$ cat config.mk
export PLATFORM = sky130hd
export DESIGN_NAME = ysyx_22051013_ifu_fq_flat
export DESIGN_NICKNAME = d
export VERILOG_FILES = /design/src/rtl/ysyx_22051013_ifu_fq_if.sv /design/src/rtl/ysyx_22051013_ifu_fq.sv /design/src/flat_wrapper.sv
export SDC_FILE = /design/constraint.sdc
export NUM_CORES = 1
export LEC_CHECK = 0
export BUFFER_PORTS_ARGS = -buffer_cell sky130_fd_sc_hd__buf_2
export CAP_MARGIN = 20
export CORE_UTILIZATION = 30
export CTS_CLUSTER_SIZE = 28
export DETAILED_ROUTE_END_ITERATION = 16
export GPL_TIMING_DRIVEN = 0
export PLACE_DENSITY_LB_ADDON = 0.25
export SETUP_SLACK_MARGIN = 0.4
export SYNTH_ARGS = -nofsm -noshare
export SYNTH_HDL_FRONTEND = slang
export SYNTH_SLANG_ARGS = --single-unit
$ cat constraint.sdc
create_clock -name clk -period 8.7 [get_ports clk]
set_input_delay 1.74 -clock clk [delete_from_list [all_inputs] [get_ports clk]]
set_output_delay 1.74 -clock clk [all_outputs]
set_load 0.03 [all_outputs]
$ cat src/rtl/ysyx_22051013_ifu_fq_if.sv
// Fetch-unit bus: redirect sources, BPU prediction, instruction memory port and ID-stage output stream.
interface ysyx_22051013_ifu_fq_if #(
  parameter int PC_W      = 64,
  parameter int INST_W    = 32,
  parameter int NUM_REDIR = 3
);
  logic [NUM_REDIR-1:0]      redir_valid;
  logic [NUM_REDIR*PC_W-1:0] redir_pc;
  logic [PC_W-1:0]           bpu_pc;
  logic [PC_W-1:0]           fetch_pc;
  logic                      req_valid;
  logic                      req_ready;
  logic                      rsp_valid;
  logic [INST_W-1:0]         rsp_inst;
  logic                      out_valid;
  logic                      out_ready;
  logic [INST_W-1:0]         out_inst;
  logic [PC_W-1:0]           out_pc;
  logic                      flushing;

  modport master (
    output redir_valid, redir_pc, bpu_pc, req_ready, rsp_valid, rsp_inst, out_ready,
    input  fetch_pc, req_valid, out_valid, out_inst, out_pc, flushing
  );

  modport slave (
    input  redir_valid, redir_pc, bpu_pc, req_ready, rsp_valid, rsp_inst, out_ready,
    output fetch_pc, req_valid, out_valid, out_inst, out_pc, flushing
  );
endinterface

$ cat src/rtl/ysyx_22051013_ifu_fq.sv
// Fetch unit: owns the fetch PC, arbitrates prioritised redirects over the BPU, and buffers
// in-order instruction responses in a small queue; redirects flush it and drop stale responses.
module ysyx_22051013_ifu_fq #(
  parameter int          PC_W      = 64,
  parameter int          INST_W    = 32,
  parameter int          DEPTH     = 4,
  parameter int          NUM_REDIR = 3,
  parameter logic [63:0] RESET_PC  = 64'h8000_0000
) (
  input logic                   clk,
  input logic                   rst_n,
  ysyx_22051013_ifu_fq_if.slave bus
);
  localparam int AW = $clog2(DEPTH);
  localparam int PW = AW + 1;
  localparam logic [PW-1:0] DEPTH_P = PW'(DEPTH);

  logic [PW-1:0]     r_alloc, r_fill, r_head, r_stale;
  logic [PC_W-1:0]   r_fetch_pc;
  logic              r_active;
  logic [DEPTH-1:0]  r_filled;
  logic [PC_W-1:0]   r_pc   [DEPTH];
  logic [INST_W-1:0] r_inst [DEPTH];

  logic            w_any_redir, w_full, w_flushing, w_unfilled;
  logic            w_req_valid, w_req_fire, w_fill, w_deq, w_rsp_used;
  logic [PC_W-1:0] w_sel_pc;
  logic [PW-1:0]   w_outstanding, w_rsp_dec;
  logic [AW-1:0]   w_alloc_idx, w_fill_idx, w_head_idx;

  // Scan from the lowest priority upward so the lowest set index wins.
  always_comb begin
    w_sel_pc = '0;
    for (int i = NUM_REDIR - 1; i >= 0; i--) begin
      if (bus.redir_valid[i]) w_sel_pc = bus.redir_pc[i*PC_W +: PC_W];
    end
  end

  assign w_any_redir   = |bus.redir_valid;
  assign w_alloc_idx   = r_alloc[AW-1:0];
  assign w_fill_idx    = r_fill[AW-1:0];
  assign w_head_idx    = r_head[AW-1:0];
  assign w_full        = (r_alloc - r_head) == DEPTH_P;
  assign w_flushing    = r_stale != '0;
  assign w_unfilled    = r_alloc != r_fill;
  assign w_outstanding = r_alloc - r_fill;

  // r_active keeps requests off during reset and for the first edge after release.
  assign w_req_valid = r_active & ~w_full & ~w_any_redir & ~w_flushing;
  assign w_req_fire  = w_req_valid & bus.req_ready;
  assign w_fill      = bus.rsp_valid & ~w_flushing & w_unfilled & ~w_any_redir;
  assign w_deq       = bus.out_valid & bus.out_ready;
  assign w_rsp_used  = bus.rsp_valid & (w_flushing | w_unfilled);
  assign w_rsp_dec   = w_rsp_used ? PW'(1) : '0;

  assign bus.fetch_pc  = r_fetch_pc;
  assign bus.req_valid = w_req_valid;
  assign bus.out_valid = r_filled[w_head_idx] & ~w_any_redir;
  assign bus.out_inst  = r_inst[w_head_idx];
  assign bus.out_pc    = r_pc[w_head_idx];
  assign bus.flushing  = w_flushing;

  always_ff @(posedge clk or negedge rst_n) begin
    if (!rst_n) begin
      r_fetch_pc <= RESET_PC[PC_W-1:0];
      r_active   <= 1'b0;
      r_alloc    <= '0;
      r_fill     <= '0;
      r_head     <= '0;
      r_stale    <= '0;
    end else begin
      r_active <= 1'b1;
      if (w_any_redir) begin
        r_fetch_pc <= w_sel_pc;
        r_alloc    <= r_head;
        r_fill     <= r_head;
        r_stale    <= r_stale + w_outstanding - w_rsp_dec;
      end else begin
        if (w_req_fire) begin
          r_fetch_pc <= bus.bpu_pc;
          r_alloc    <= r_alloc + PW'(1);
        end
        if (w_fill) r_fill <= r_fill + PW'(1);
        if (w_deq) r_head <= r_head + PW'(1);
        if (bus.rsp_valid && w_flushing) r_stale <= r_stale - PW'(1);
      end
    end
  end

  // Slot indices of alloc, fill and dequeue never coincide in one cycle, so the writes are independent.
  always_ff @(posedge clk or negedge rst_n) begin
    if (!rst_n) begin
      r_filled <= '0;
    end else if (w_any_redir) begin
      r_filled <= '0;
    end else begin
      if (w_req_fire) r_filled[w_alloc_idx] <= 1'b0;
      if (w_fill) r_filled[w_fill_idx] <= 1'b1;
      if (w_deq) r_filled[w_head_idx] <= 1'b0;
    end
  end

  always_ff @(posedge clk) begin
    if (w_req_fire && !w_any_redir) r_pc[w_alloc_idx] <= r_fetch_pc;
    if (w_fill) r_inst[w_fill_idx] <= bus.rsp_inst;
  end
endmodule

$ cat src/flat_wrapper.sv
// flat-port wrapper written by rule: the top's interface ports become plain ports
module ysyx_22051013_ifu_fq_flat 
#(
  parameter int          PC_W      = 64,
  parameter int          INST_W    = 32,
  parameter int          DEPTH     = 4,
  parameter int          NUM_REDIR = 3,
  parameter logic [63:0] RESET_PC  = 64'h8000_0000
)
  (clk, rst_n, bus_redir_valid, bus_redir_pc, bus_bpu_pc, bus_req_ready, bus_rsp_valid, bus_rsp_inst, bus_out_ready, bus_fetch_pc, bus_req_valid, bus_out_valid, bus_out_inst, bus_out_pc, bus_flushing);
  ysyx_22051013_ifu_fq_if #(.PC_W(PC_W), .INST_W(INST_W), .NUM_REDIR(NUM_REDIR)) bus_i ();
  input logic clk;
  input logic rst_n;
  input wire logic [$bits(bus_i.redir_valid)-1:0] bus_redir_valid;
  input wire logic [$bits(bus_i.redir_pc)-1:0] bus_redir_pc;
  input wire logic [$bits(bus_i.bpu_pc)-1:0] bus_bpu_pc;
  input wire logic [$bits(bus_i.req_ready)-1:0] bus_req_ready;
  input wire logic [$bits(bus_i.rsp_valid)-1:0] bus_rsp_valid;
  input wire logic [$bits(bus_i.rsp_inst)-1:0] bus_rsp_inst;
  input wire logic [$bits(bus_i.out_ready)-1:0] bus_out_ready;
  output wire logic [$bits(bus_i.fetch_pc)-1:0] bus_fetch_pc;
  output wire logic [$bits(bus_i.req_valid)-1:0] bus_req_valid;
  output wire logic [$bits(bus_i.out_valid)-1:0] bus_out_valid;
  output wire logic [$bits(bus_i.out_inst)-1:0] bus_out_inst;
  output wire logic [$bits(bus_i.out_pc)-1:0] bus_out_pc;
  output wire logic [$bits(bus_i.flushing)-1:0] bus_flushing;
  assign bus_i.redir_valid = bus_redir_valid;
  assign bus_i.redir_pc = bus_redir_pc;
  assign bus_i.bpu_pc = bus_bpu_pc;
  assign bus_i.req_ready = bus_req_ready;
  assign bus_i.rsp_valid = bus_rsp_valid;
  assign bus_i.rsp_inst = bus_rsp_inst;
  assign bus_i.out_ready = bus_out_ready;
  assign bus_fetch_pc = bus_i.fetch_pc;
  assign bus_req_valid = bus_i.req_valid;
  assign bus_out_valid = bus_i.out_valid;
  assign bus_out_inst = bus_i.out_inst;
  assign bus_out_pc = bus_i.out_pc;
  assign bus_flushing = bus_i.flushing;
  ysyx_22051013_ifu_fq #(.PC_W(PC_W), .INST_W(INST_W), .DEPTH(DEPTH), .NUM_REDIR(NUM_REDIR), .RESET_PC(RESET_PC)) u_core (.clk(clk), .rst_n(rst_n), .bus(bus_i));
endmodule
==> summary.txt, run 1 <==
Worst setup path
  – Setup crit end kind: primary output
  – FF-to-FF path depth: 13
  – CP bufs+invs: 6
  – Critical Path Source Type: register
  – Critical path, cell by cell: clkbuf_1 -> buf_8 -> clkbuf_1 -> buf_2 -> inv_1 -> ha_1 -> nor2b_1 -> xnor2_4 -> a21oi_1 -> buf_2
  – CP Data Arrival Time: 4.05 ns
  – Worst Path Required: 6.96 ns
  – Critical path's slowest cell: clkbuf_1
  – CP top delay family: buffers and inverters
  – Reg2reg setup slack: 3.62 ns
  – Max stage delay on crit path: 0.57 ns
  – WS Path Type: register to primary output
  – Reg2reg start: u_core.r_head[1]
  – Worst Path Max Fanout: 10
  – R2r endpoint: u_core.r_pc[3][39]

Cells and area
  – Number of nets in the layout: 2,170
  – Layout cells sized above 1: 39.7%
  – Finished Cell Area: 26,300 um2
  – Layout fillers: 6,537
  – Area grow syn2layout: 26.7%
  – Multi-input gate area: 6440 um2
  – Most frequent cells in the layout: buf_2, edfxtp_1, nand2_1
  – Layout Cells excl Fill: 2,783
  – Register area: 13,600 um2
  – Commonest non-fill, non-tap cell in the layout: buf_2

STA
  – Hold Violations, Final: 0
  – Slew @ Worst Pin: 1.04 ns
  – Relative slew slack: 30.9%
  – Fin crit period: 5.79 ns
  – RSZ-0062 raised after global routing: false
  – Fmax: 173 MHz
  – Post-route setup slack: 2.91 ns
  – Hold_ws: 0.492 ns
  – Period utilisation layout: 66.6%
  – Fin Clk Skew: 0.0155 ns
  – Endpoints failing setup: 0
  – Max Slew Vio Count: 0

Place
  – Place WS: 3.27 ns
  – HPWL after detailed placement: 50,200 um
  – Post-DP Area: 24,600 um2
  – IO Port Bufs: 458
  – Placed Cells: 2,680
  – RD Place Congestion: 0.896

Yosys
  – Cell count after synthesis: 1,310
  – Syn nets: 1,627
  – Number of flops mapped to enable cells by yosys: 384
  – Seq/Total Area, Yosys: 65.4%
  – Ys Warns: 0
  – Mapped Area: 20,700 um2
  – Ys async rst share: 17.4%
  – Syn avg cell area: 15.8 um2
  – Yosys reg bits: 465
  – Netlist cell types: 44
  – Main synth FF type: edfxtp_1

Clock tree
  – Root buf cell: clkbuf_16
  – CTS tree: yes
  – Worst-Skew Late Latency: 0.60 ns
  – Clock-pin slew on the worst setup and hold paths: 0.06 ns
  – CTS Sinks: 465
  – Clock Path Buffers: 3
  – Cts repair resizes: 0
  – CTS Buf Count: 52
  – CTS Hold Buffers Added: 0
  – Postcts setup bufs: 0
  – H-tree levels: 2

Floorplan
  – Die Ht: 265 um
  – Total die area: 70,200 um2
  – Initial Utilization: 30.3%
  – Rows: 96
  – Core footprint: 68,500 um2
  – I/O pins: 459
  – Die width: 265 um

Drt
  – Total number of vias: 14.0k
  – ANT nets after route: 0
  – Vias per std cell: 5.02
  – DR pass1 iterations: 7
  – WL/cell: 24.0 um
  – DRC violations left: 0
  – Routed WL: 66,700 um
  – Number of DRC markers in iteration 0: 831

Global route
  – Number of global-route vias before repair: 14.8k
  – Largest net degree at the start of global routing: 48
  – Total gr overflow: 0
  – Overall routing resource usage: 18.8%
  – First-pass GRT wire length: 97,000 um
  – Initial antenna violation count: 13

Run
  – Max-cap violation count: 0

Power and ir drop
  – Power Total: 5480 uW
  – Leakage power: 0.00963 uW
  – Pwr/cell area: 208 nW/um2
  – Worst vdd ir: 0.131 mV

Run status
  – Status: completed

Worst hold path
  – Min-delay src: u_core.r_stale[2]
  – Hold Path Stages: 1
  – Min-Delay Endpoint: u_core.r_stale[2]
  – HP Class: register to register
[cells in the mapped netlist, drive strengths merged, types with 4 or more instances]
cell type / count / share of area (%)
o2111ai: 64 / 2.7
ha: 17 / 1.0
o311ai: 64 / 4.5
nand4: 4 / 0.12
nor3b: 64 / 2.3
nand3: 9 / 0.22
clkbuf: 72 / 1.3
o31ai: 65 / 2.4
nand2: 137 / 2.5
edfxtp: 384 / 56
fa: 4 / 0.39
dfrtp: 80 / 9.7
nor3: 6 / 0.14
a211oi: 6 / 0.22
a21oi: 7 / 0.19
xnor2: 11 / 0.59
nor2b: 66 / 2.0
and3: 7 / 0.21
nor2: 6 / 0.11
inv: 80 / 1.4
o21ai: 8 / 0.19
buf: 33 / 0.95
mux4: 97 / 11
[metrics by stage]
step / setup TNS, ns / util, %
2_1_floorplan: 0 / -
3_3_place_gp: -902.09 / 35.3
3_5_place_dp: 0 / 35.9
4_1_cts: 0 / 38.4
5_1_grt: 0 / 38.4
6_report: 0 / 38.4
[report_power, final]
part           internal [uW]  switching (uW)  total (uW)
combinational            262             472         734
clock                   1280             895        2170
sequential              2500            76.6        2570
[sequential cells by signal, indices dropped and copies added (netlist names)]
signal / count
u_core.bus.fetch_pc: 64
u_core.r_active: 1
u_core.r_alloc: 3
u_core.r_fill: 3
u_core.r_filled: 4
u_core.r_head: 3
u_core.r_inst: 128
u_core.r_pc: 256
u_core.r_stale: 3
[layout make-up]
class                           instances  share of cell area, %
Antenna cell                            5                 0.0476
Buffer                                105                   1.78
Clock buffer                           65                   5.25
Clock inverter                         32                   1.17
Inverter                               80                   1.14
Multi-Input combinational cell        660                   24.5
Sequential cell                       465                   51.6
Tap cell                              882                   4.20
Timing Repair Buffer                  489                   10.3
[metal layers]
metal / GRT usage [%] / up-vias / share of wire [%]
met5: 0 / - / 0.085
met4: 6.19 / 8 / 2.9
met3: 4.57 / 111 / 6.3
met2: 30.8 / 489 / 48
met1: 24.4 / 7079 / 43
li1: - / 6284 / -
[kinds of logic (layout without fill, tap and decap cells)]
logic type	after synthesis	after routing	synth area share (%)
multiplexers	99	99	10.6
flip-flops	465	465	65.4
XOR/XNOR	12	12	0.633
AND/OR/NAND/NOR	305	305	7.80
adder cells (fa/ha/maj)	21	21	1.41
buffers and inverters	185	771	3.70
other	1	6	0.0181
AO/OA/AOI/OAI	222	222	10.4
[worst max-delay path by stage]
stage	depth (start not counted)	end	from	slack, ns
after floorplan	5	u_core.r_pc[0][0]	bus_redir_valid[2]	1.03
after global placement	5	u_core.r_pc[1][27]	bus_req_ready	-4.73
after detailed placement	6	bus_req_valid	bus_redir_valid[0]	3.27
after CTS	10	bus_req_valid	u_core.r_head[1]	2.76
after global routing	10	bus_req_valid	u_core.r_head[1]	2.62
final	10	bus_req_valid	u_core.r_head[1]	2.91
Power figures use the tool's default switching activity.
==> run 2, diff against run 1 <==
==> constraint.sdc (replaced) <==
create_clock -name clk -period 5.6 [get_ports clk]
set_input_delay 1.12 -clock clk [delete_from_list [all_inputs] [get_ports clk]]
set_output_delay 1.12 -clock clk [all_outputs]
set_load 0.03 [all_outputs]
==> summary.txt, run 2 (synthesis results as in run 1) <==
Global route
  – Total gr overflow: 0 (unchanged)
  – First-pass GRT wire length: 97,000 um (about the same)
  – Overall routing resource usage: 18.8% (about the same)
  – Largest net degree at the start of global routing: 48 (unchanged)
  – Initial antenna violation count: 12 (was 13)
  – Number of global-route vias before repair: 14.8k (about the same)

Worst setup path
  – Setup crit end kind: primary output (unchanged)
  – Max stage delay on crit path: 0.47 ns (was 0.57 ns)
  – WS Path Type: register to primary output (unchanged)
  – Critical Path Source Type: register (unchanged)
  – CP bufs+invs: 5 (was 6)
  – Worst Path Max Fanout: 15 (was 10)
  – Critical path, cell by cell: clkbuf_1 -> buf_8 -> buf_2 -> inv_1 -> ha_1 -> nor2b_1 -> xnor2_4 -> a21oi_1 -> buf_2 (was clkbuf_1 -> buf_8 -> clkbuf_1 -> buf_2 -> inv_1 -> ha_1 -> nor2b_1 -> xnor2_4 -> a21oi_1 -> buf_2)
  – Worst Path Required: 4.48 ns (was 6.96 ns)
  – Most used cell, CP: buf_2
  – Critical path's slowest cell: clkbuf_1 (unchanged)
  – CP Data Arrival Time: 3.44 ns (was 4.05 ns)
  – CP top delay family: buffers and inverters (unchanged)

Floorplan
  – Total die area: 70,200 um2 (unchanged)
  – Initial Utilization: 30.3% (unchanged)
  – I/O pins: 459 (unchanged)
  – Rows: 96 (unchanged)
  – Die Ht: 265 um (unchanged)
  – Die width: 265 um (unchanged)
  – Core footprint: 68,500 um2 (unchanged)

Clock tree
  – CTS Hold Buffers Added: 0 (unchanged)
  – Root buf cell: clkbuf_16 (unchanged)
  – Cts repair resizes: 0 (unchanged)
  – Postcts setup bufs: 0 (unchanged)
  – CTS Buf Count: 52 (unchanged)
  – H-tree levels: 2 (unchanged)
  – CTS tree: yes (unchanged)
  – CTS Sinks: 465 (unchanged)
  – Worst-Skew Late Latency: 0.60 ns (about the same)
  – Clock-pin slew on the worst setup and hold paths: 0.06 ns (about the same)
  – Clock Path Buffers: 3 (unchanged)

Run
  – Max-cap violation count: 0 (unchanged)

Run status
  – Status: completed (unchanged)

Cells and area
  – Most frequent cells in the layout: buf_2, edfxtp_1, nand2_1 (unchanged)
  – Number of nets in the layout: 2,169 (was 2,170)
  – Area grow syn2layout: 26.7% (about the same)
  – Max reg flops: 256 (unchanged)
  – Most flops, register: u_core.r_pc (unchanged)
  – Layout Cells excl Fill: 2,782 (was 2,783)
  – Layout cells sized above 1: 39.7% (about the same)
  – Commonest non-fill, non-tap cell in the layout: buf_2 (unchanged)

Drt
  – Total number of vias: 13.9k (was 14.0k)
  – ANT nets after route: 0 (unchanged)
  – WL/cell: 23.9 um (was 24.0 um)
  – Number of DRC markers in iteration 0: 883 (was 831)
  – Routed WL: 66,500 um (was 66,700 um)
  – DRC violations left: 0 (unchanged)
  – DR pass1 iterations: 7 (unchanged)
  – Vias per std cell: 5.01 (was 5.02)

STA
  – Endpoints failing setup: 0 (unchanged)
  – Max Slew Vio Count: 0 (unchanged)
  – RSZ-0062 raised after global routing: false (unchanged)
  – Hold_ws: 0.499 ns (was 0.492 ns)
  – Fin crit period: 4.56 ns
  – Relative slew slack: 28.6% (was 30.9%)
  – Hold Violations, Final: 0 (unchanged)
  – Slew @ Worst Pin: 1.07 ns (was 1.04 ns)
  – Setup TNS: 0 ns (unchanged)
  – Fin Clk Skew: 0.0154 ns (was 0.0155 ns)
  – Fmax: 219 MHz
  – Period utilisation layout: 81.4%

Place
  – HPWL after detailed placement: 50,200 um (unchanged)
  – RD Place Congestion: 0.896 (unchanged)
  – IO Port Bufs: 458 (unchanged)
  – Placed Cells: 2,680 (unchanged)

Power and ir drop
  – Switching Fraction: 26.3% (was 26.4%)
  – Leakage power: 0.00963 uW (about the same)
  – Power Total: 8510 uW (was 5480 uW)
  – Psw: 2240 uW (was 1440 uW)
  – Logic pwr share: 13.4% (about the same)
  – Sequential share of power: 47.0% (about the same)
  – Clock power share: 39.6% (was 39.7%)
  – P_int: 6270 uW (was 4030 uW)
  – Pwr/cell area: 324 nW/um2 (was 208 nW/um2)
  – Worst vdd ir: 0.203 mV (was 0.131 mV)

Worst hold path
  – HP Class: register to register (unchanged)
-- run 2: cell types whose count changed in the layout (fill, tap and decap cells not counted), sizes merged --
cell and delta:
clkbuf -1
-- run 2: through the flow --
| step | utilization [%] | worst slack, ns | area (um2) |
|---|---|---|---|
| floorplan | - | -1.55 | 20700 |
| global placement | 35.3 | -7.77 | 24100 |
| detailed placement | 35.9 | 0.342 | 24600 |
| CTS | 38.4 | 0.905 | 26300 |
| global route | 38.4 | 0.792 | 26300 |
| finish | 38.4 | 1.04 | 26300 |
-- run 2: path summary, 6_finish.rpt --
kind / start / end / slack (ns) / depth (start not counted)
worst max register to register: u_core.r_head[1] / u_core.r_pc[3][39] / 1.13 / 12
worst max-delay path: u_core.r_head[1] / bus_req_valid / 1.04 / 9
worst min register to register: u_core.r_stale[2] / u_core.r_stale[2] / 0.50 / 1
max in group asynchronous: rst_n / u_core.r_fill[1] / 4.40 / 2
worst min-delay path: u_core.r_stale[2] / u_core.r_stale[2] / 0.50 / 1
min in group asynchronous: rst_n / u_core.bus.fetch_pc[27] / 0.51 / 1
-- run 2: routing by layer --
metal	wire length [um]	part of all wire, %	GRT usage [%]
met3	4280	6.4	4.57
met1	28400	43	24.4
met2	31700	48	30.8
met4	1980	3.0	6.19
met5	57	0.086	0
-- run 2: power by group through the flow --
stage	clock, uW	sequential (uW)	combinational (uW)
2_1_floorplan	0	4140	576
3_3_place_gp	0	4060	1120
3_5_place_dp	0	4070	1140
4_1_cts	3470	4000	1150
5_1_grt	3590	4010	1240
6_report	3370	4000	1140
-- run 2: layout make-up --
type	instances	area, um2
diodes	5	12.5
plain buffers	104	464
clock buffers	65	1380
clock inverters	32	307
fillers	6536	42200
inverters	80	300
multi-input cells	660	6440
flip-flops and latches	465	13600
well taps	882	1100
repair buffers	489	2720
